**src/rtl/id_stage_pipe.sv**
```systemverilog
// ============================================================================
// Module   : id_stage_pipe
// Brief    : MIPS-style decode stage with a register file and a registered
//            ID/EX pipeline stage. Optional macro ID_WB_BYPASS_EN enables
//            forwarding of a same-cycle write-back to the operand reads.
// Revision : 1.0 - initial release
// ============================================================================
`default_nettype none

module id_stage_pipe #(
  parameter int WORD_WIDTH    = 32,
  parameter int REG_SIZE      = 32,
  parameter int REGADDR_WIDTH = 5,
  parameter bit R0_ZERO       = 1'b1
) (
  input  logic                     clk,
  input  logic                     rst,
  input  logic [WORD_WIDTH-1:0]    ir,
  input  logic                     in_valid,
  input  logic                     stall,
  input  logic                     flush,
  input  logic [WORD_WIDTH-1:0]    wrt_dt,
  input  logic [REGADDR_WIDTH-1:0] wrt_reg,
  input  logic                     reg_wrt,
  output logic [WORD_WIDTH-1:0]    read_data1,
  output logic [WORD_WIDTH-1:0]    read_data2,
  output logic [WORD_WIDTH-1:0]    offset,
  output logic [REGADDR_WIDTH-1:0] rt,
  output logic [REGADDR_WIDTH-1:0] rd,
  output logic [5:0]               opcode,
  output logic [4:0]               shamt,
  output logic [5:0]               funct,
  output logic                     out_valid
);

  localparam logic [REGADDR_WIDTH:0] c_reg_size = (REGADDR_WIDTH+1)'(REG_SIZE);

  logic [WORD_WIDTH-1:0]    r_regs [REG_SIZE];

  logic [REGADDR_WIDTH-1:0] w_rs;
  logic [REGADDR_WIDTH-1:0] w_rt;
  logic [REGADDR_WIDTH-1:0] w_rd;
  logic [WORD_WIDTH-1:0]    w_offset;
  logic                     w_wr_en;
  logic                     w_rs_ok;
  logic                     w_rt_ok;
  logic [WORD_WIDTH-1:0]    w_rd1;
  logic [WORD_WIDTH-1:0]    w_rd2;

  assign w_rs     = REGADDR_WIDTH'(ir[25:21]);
  assign w_rt     = REGADDR_WIDTH'(ir[20:16]);
  assign w_rd     = REGADDR_WIDTH'(ir[15:11]);
  assign w_offset = {{(WORD_WIDTH-16){ir[15]}}, ir[15:0]};

  // An index is readable/writable only if in range and not the hardwired zero.
  assign w_wr_en = reg_wrt && ({1'b0, wrt_reg} < c_reg_size)
                   && !(R0_ZERO && (wrt_reg == '0));
  assign w_rs_ok = ({1'b0, w_rs} < c_reg_size) && !(R0_ZERO && (w_rs == '0));
  assign w_rt_ok = ({1'b0, w_rt} < c_reg_size) && !(R0_ZERO && (w_rt == '0));

  always_comb begin
    w_rd1 = '0;
    if (w_rs_ok) begin
      w_rd1 = r_regs[w_rs];
`ifdef ID_WB_BYPASS_EN
      if (w_wr_en && (wrt_reg == w_rs)) w_rd1 = wrt_dt;
`endif
    end
  end

  always_comb begin
    w_rd2 = '0;
    if (w_rt_ok) begin
      w_rd2 = r_regs[w_rt];
`ifdef ID_WB_BYPASS_EN
      if (w_wr_en && (wrt_reg == w_rt)) w_rd2 = wrt_dt;
`endif
    end
  end

  // Register file: writes are independent of stall/flush; reset clears all.
  always_ff @(posedge clk) begin
    if (rst) begin
      for (int i = 0; i < REG_SIZE; i++) r_regs[i] <= '0;
    end else if (w_wr_en) begin
      r_regs[wrt_reg] <= wrt_dt;
    end
  end

  always_ff @(posedge clk) begin
    if (rst || flush) begin
      read_data1 <= '0;
      read_data2 <= '0;
      offset     <= '0;
      rt         <= '0;
      rd         <= '0;
      opcode     <= '0;
      shamt      <= '0;
      funct      <= '0;
      out_valid  <= 1'b0;
    end else if (!stall) begin
      read_data1 <= w_rd1;
      read_data2 <= w_rd2;
      offset     <= w_offset;
      rt         <= w_rt;
      rd         <= w_rd;
      opcode     <= ir[31:26];
      shamt      <= ir[10:6];
      funct      <= ir[5:0];
      out_valid  <= in_valid;
    end
  end

endmodule

`default_nettype wire

```
**config.mk**
```make
export PLATFORM = sky130hd
export DESIGN_NAME = id_stage_pipe
export DESIGN_NICKNAME = d
export VERILOG_FILES = /design/src/rtl/id_stage_pipe.sv
export SDC_FILE = /design/constraint.sdc
export NUM_CORES = 2
export LEC_CHECK = 0
export ABC_AREA = 1
export CAP_MARGIN = 20
export CORE_ASPECT_RATIO = 0.7
export CORE_MARGIN = 3
export CORE_UTILIZATION = 35
export DETAILED_ROUTE_END_ITERATION = 16
export PLACE_DENSITY_LB_ADDON = 0.05
export SYNTH_ARGS = -nofsm -noshare
export SYNTH_HDL_FRONTEND = slang
export SYNTH_SLANG_ARGS = --single-unit
```
**constraint.sdc**
```tcl
create_clock -name clk -period 4.65 [get_ports clk]
set_clock_uncertainty 0.2 [all_clocks]
set_input_delay 0.93 -clock clk [delete_from_list [all_inputs] [get_ports clk]]
set_output_delay 0.93 -clock clk [all_outputs]
set_load 0.01 [all_outputs]
```
======== Word-level counts from Yosys, hierarchy flattened ========
Memory sizes are Yosys's and may differ from the RTL's.
Cells that the tools add are included.
word-level totals
  register bits ........................... 108
  logic and storage cells ................. 27
  input bits .............................. 75
  output and inout port bits .............. 124
  memories kept ........................... 1
  RAM bits ................................ 1024
memories
  memory  words  bits a word  rd ports  clocked after Yosys merged registers in  write ports  line  RTL
  r_regs  32     32           2         0                                        32           38    logic [WORD_WIDTH-1:0] r_regs [REG_SIZE];
operators by class
  reductions and logical operators ........ 7
  mux-type cells .......................... 10
operators with widths
  kind                 count
  $mux W32             3
  $reduce_or A32 Y1    1
  $logic_not A5 Y1     3
  $mux W1              6
  $mux W5              1
  $logic_and A1 B1 Y1  1
  $logic_not A1 Y1     1
  $logic_or A1 B1 Y1   1

======== Logic depth before layout (Yosys ltp) ========
  word-level depth ........................ 8
  mapped depth ............................ 13
  mapped depth without buffers ............ 11

======== Worst setup path after synthesis ========
No wires, ideal clock.
  path type ............................... input port to flip-flop
  from .................................... in wrt_reg[4]
  to ...................................... mem r_regs[29][0] (enable)
  data required time ...................... 3972 ps
  data arrival time ....................... 2358 ps
  setup slack ............................. 1614 ps
  setup time .............................. 478 ps
  stages on the path ...................... 9
  cells stage by stage .................... nor3_2 > nand2_1 > nand3_1 > inv_2 > nand2_1 > inv_1 > nand2_1 > buf_4 > nand2_1
RTL lines
  item             line  RTL
  start, declared  23    input logic [REGADDR_WIDTH-1:0] wrt_reg,
  end, declared    38

==> flow_summary.json <==
{
  "overflow": 0,
  "crit_path_cell_trace": "clkdlybuf4s50_1 -> nor3_2 -> nand2_1 -> nand3_1 -> inv_2 -> nand2_1 -> inv_1 -> nand2_2 -> nand2_2 -> buf_4",
  "status": "completed",
  "final_period_minus_worst_setup_slack_ps": 3250,
  "worst_hold_slack_ps": 262,
  "netSwitchingFraction_pct": 28.7,
  "slowest_stage": "clkdlybuf4s50_1",
  "mostFrequentLayoutCell": "nand2_1",
  "drt_drc_violations_left": 0,
  "top_fanout_value_on_the_critical_path": 29,
  "post_cts_buffers": 0,
  "type_of_the_tightest_min_delay_check": "reg -> reg",
  "synthesis.area_sq_um": 60500,
  "vdd_ir_drop_max_mv": 0.295,
  "vias_per_instance": 5.63,
  "timing.hold.worst.start": "out_valid$_SDFFE_PP0N_",
  "finish.net_count": 7484,
  "grt_max_degree": 168,
  "clock.fmax_mhz": 307,
  "synthesis.instances": 7486,
  "cts_tree": "done",
  "synth_top_family_by_area": "simple AND/OR/NAND/NOR gates",
  "synthDominantCellAreaShare_pct": 50.8,
  "cts_resized": 0,
  "clock_latency_ps": 790,
  "grt_util_all_layers_pct": 30.7,
  "synthDistinctLibCells": 26,
  "arrival_ps": 3460,
  "synth_xor_area_share_pct": 0,
  "share_clk_of_total_power_pct": 41.0,
  "drt_iter0_markers": 7565,
  "initial_utilization_pct": 35.3,
  "grt_pass1_vias": 50500,
  "die-width_microns": 503,
  "worst_slack_at_placement_ps": 642,
  "core_sq_um": 172000,
  "grt_pass1_wl_mm": 391,
  "setup.worst_path.class": "in -> reg",
  "timing.max_cap.violations": 0,
  "p_int_mw": 18.5,
  "die_height_microns": 354,
  "place_congestion": 0.884,
  "p_leak_nw": 27.8,
  "final_critical_path_setup_slack_ps": 1400,
  "r2r_end": "read_data2[2]$_SDFFE_PP0N_",
  "cpPeakStageDelay_ps": 610,
  "most-common-layout-cells": "2867 x nand2_1, 1155 x nand3_1, 1063 x nor2_1",
  "cts_hold_buffers": 0,
  "routedWlPerCell_microns": 28.6,
  "post_route_cells_drive_above_1_share_pct": 7.89,
  "i_o_pin_count": 199,
  "port_buffers": 198,
  "post_synth_mux_area_share_pct": 0,
  "worstPathRequired_ps": 4860,
  "synth-seq-area-share_pct": 53.8,
  "synth_area_leader_cell": "edfxtp_1",
  "setup.reg_to_reg.worst_slack_ps": 2250,
  "first_pass_iters": 6,
  "finalSetupViolCount": 0,
  "power_density_nw_per_um2": 380,
  "worstSetupStartpointType": "input pin",
  "avgSynthCellArea_sq_um": 8.09,
  "yosys.area_share.simple_pct": 35.3,
  "rsz_0062_raised_after_global_routing": "false",
  "crit-reg2reg-launch": "r_regs[25][2]$_SDFFCE_PN0P_",
  "timing.final.hold_violations": 0,
  "final_antenna_net_count": 0,
  "worst_slew_slack_as_a_fraction_of_its_limit_pct": 24.5,
  "cts-buffers-inserted": 132,
  "synth_compound_area_share_pct": 3.74,
  "clkTransAtPathRegs_ps": 60,
  "design.die.area_sq_um": 178000,
  "number_of_warnings_issued_by_yosys": 0,
  "p_total_mw": 26.0,
  "worstRegToRegCells": 8,
  "tightest_slew_ps": 1130,
  "cell_at_the_root_of_the_clock_tree": "clkbuf_16",
  "slew_viol_final": 0,
  "antenna_found_initial": 15,
  "syn_to_final_growth_pct": 13.0,
  "synth_top_cells_by_area": "edfxtp_1 51%, nand2_1 18%, nand3_1 9.5%",
  "clkSinkCount": 1116,
  "dr_total_vias": 55100,
  "hpwlAfterDp_mm": 164,
  "yosys.area_share.adder_pct": 0,
  "timing.setup.tns_ps": 0,
  "seq_power_share_pct": 45.4,
  "post-route-period-util_pct": 69.9,
  "num_rows": 127,
  "worstHoldEndpoint": "out_valid$_SDFFE_PP0N_",
  "hold_path_depth": 2,
  "route.final.wire_length_mm": 279,
  "power.share.combinational_pct": 13.7,
  "clock_tree.htree_level_count": 4,
  "net-switching-power_mw": 7.45,
  "ys_ff_latch": 1116,
  "ctsLongestPathBuffers": 3,
  "crit_path_end_kind": "flip-flop"
}
[worst max-delay path by stage]
stage | from | end | slack [ps] | cells after the start
after floorplan | wrt_reg[4] | r_regs[29][0]$_SDFFCE_PN0P_ | 1610 | 9
after global placement | wrt_reg[1] | r_regs[1][19]$_SDFFCE_PN0P_ | 550 | 10
after detailed placement | wrt_reg[3] | r_regs[1][19]$_SDFFCE_PN0P_ | 640 | 10
after CTS | offset[15]$_SDFFE_PP0N_ | offset[17] | 1380 | 1
after global routing | wrt_reg[3] | r_regs[1][29]$_SDFFCE_PN0P_ | 1280 | 10
final | wrt_reg[3] | r_regs[1][29]$_SDFFCE_PN0P_ | 1400 | 10
[stage by stage]
step                      instance area (sq um)  instances  util, %
after floorplan                           60600       7517        -
after global placement                    64100       9532     37.3
after detailed placement                  64100       9532     37.3
after CTS                                 68400       9770     39.8
after global routing                      68400       9770     39.8
final                                     68400       9777     39.8
[power by group through the flow]
stage          clock network (mW)  registers (mW)  logic [mW]
2_1_floorplan                   0            11.9        1.94
3_3_place_gp                    0            12.0        3.46
3_5_place_dp                    0            12.0        3.47
4_1_cts                      10.8            11.8        3.48
5_1_grt                      11.2            11.8        3.78
6_report                     10.6            11.8        3.56
[registers in the layout (all words and copies together), names as in the netlist]
name        count
offset         16
opcode          6
out_valid       1
r_regs       1024
read_data1     32
read_data2     32
rt              5
[routing by layer]
| metal | vias to the layer above | track usage (%) | routed length [microns] |
|---|---|---|---|
| met5 | - | 0 | 254 |
| met4 | 4 | 8.41 | 7390 |
| met3 | 423 | 7.47 | 30900 |
| met2 | 3195 | 43.9 | 117000 |
| met1 | 27000 | 45.8 | 124000 |
| li1 | 24400 | - | - |
[cells in the mapped netlist]
library cell	n
nand2_1	2930
nand3_1	1155
nor2_1	1063
edfxtp_1	1024
a21oi_1	357
buf_2	244
buf_4	186
clkbuf_1	156
dfxtp_1	92
buf_6	76
nand3b_1	64
a21oi_2	50
inv_1	47
buf_1	13
nor3_1	7
a211oi_1	5
clkinv_1	3
inv_2	3
inv_6	2
nand4_1	2
nor2_4	2
clkbuf_4	1
conb_1	1
nand2_2	1
nor3_2	1
or2_2	1
[cell families (layout without fill, tap and decap cells)]
family,count (synthesis),in the layout
and+or+nand+nor,5226,5226
DFF,1116,1116
buffers and inverters,731,727
AOI/OAI and AO/OA,412,412
other,1,39
[final cells by class]
cell class	instances	area, sq um
fillers	17200	103000
well taps	2257	2820
flip-flops and latches	1116	32600
repair buffers	434	4470
clock buffers	186	3930
clock inverters	52	362
inverters	55	278
multi-input cells	5670	23900
diodes	7	17.5
[critical path: cells and delay by family]
kind | cells | cell delay [ps]
buffers and inverters | 4 | 1760
and+or+nand+nor | 6 | 710
Note: power is estimated with default switching activity, not from simulation.
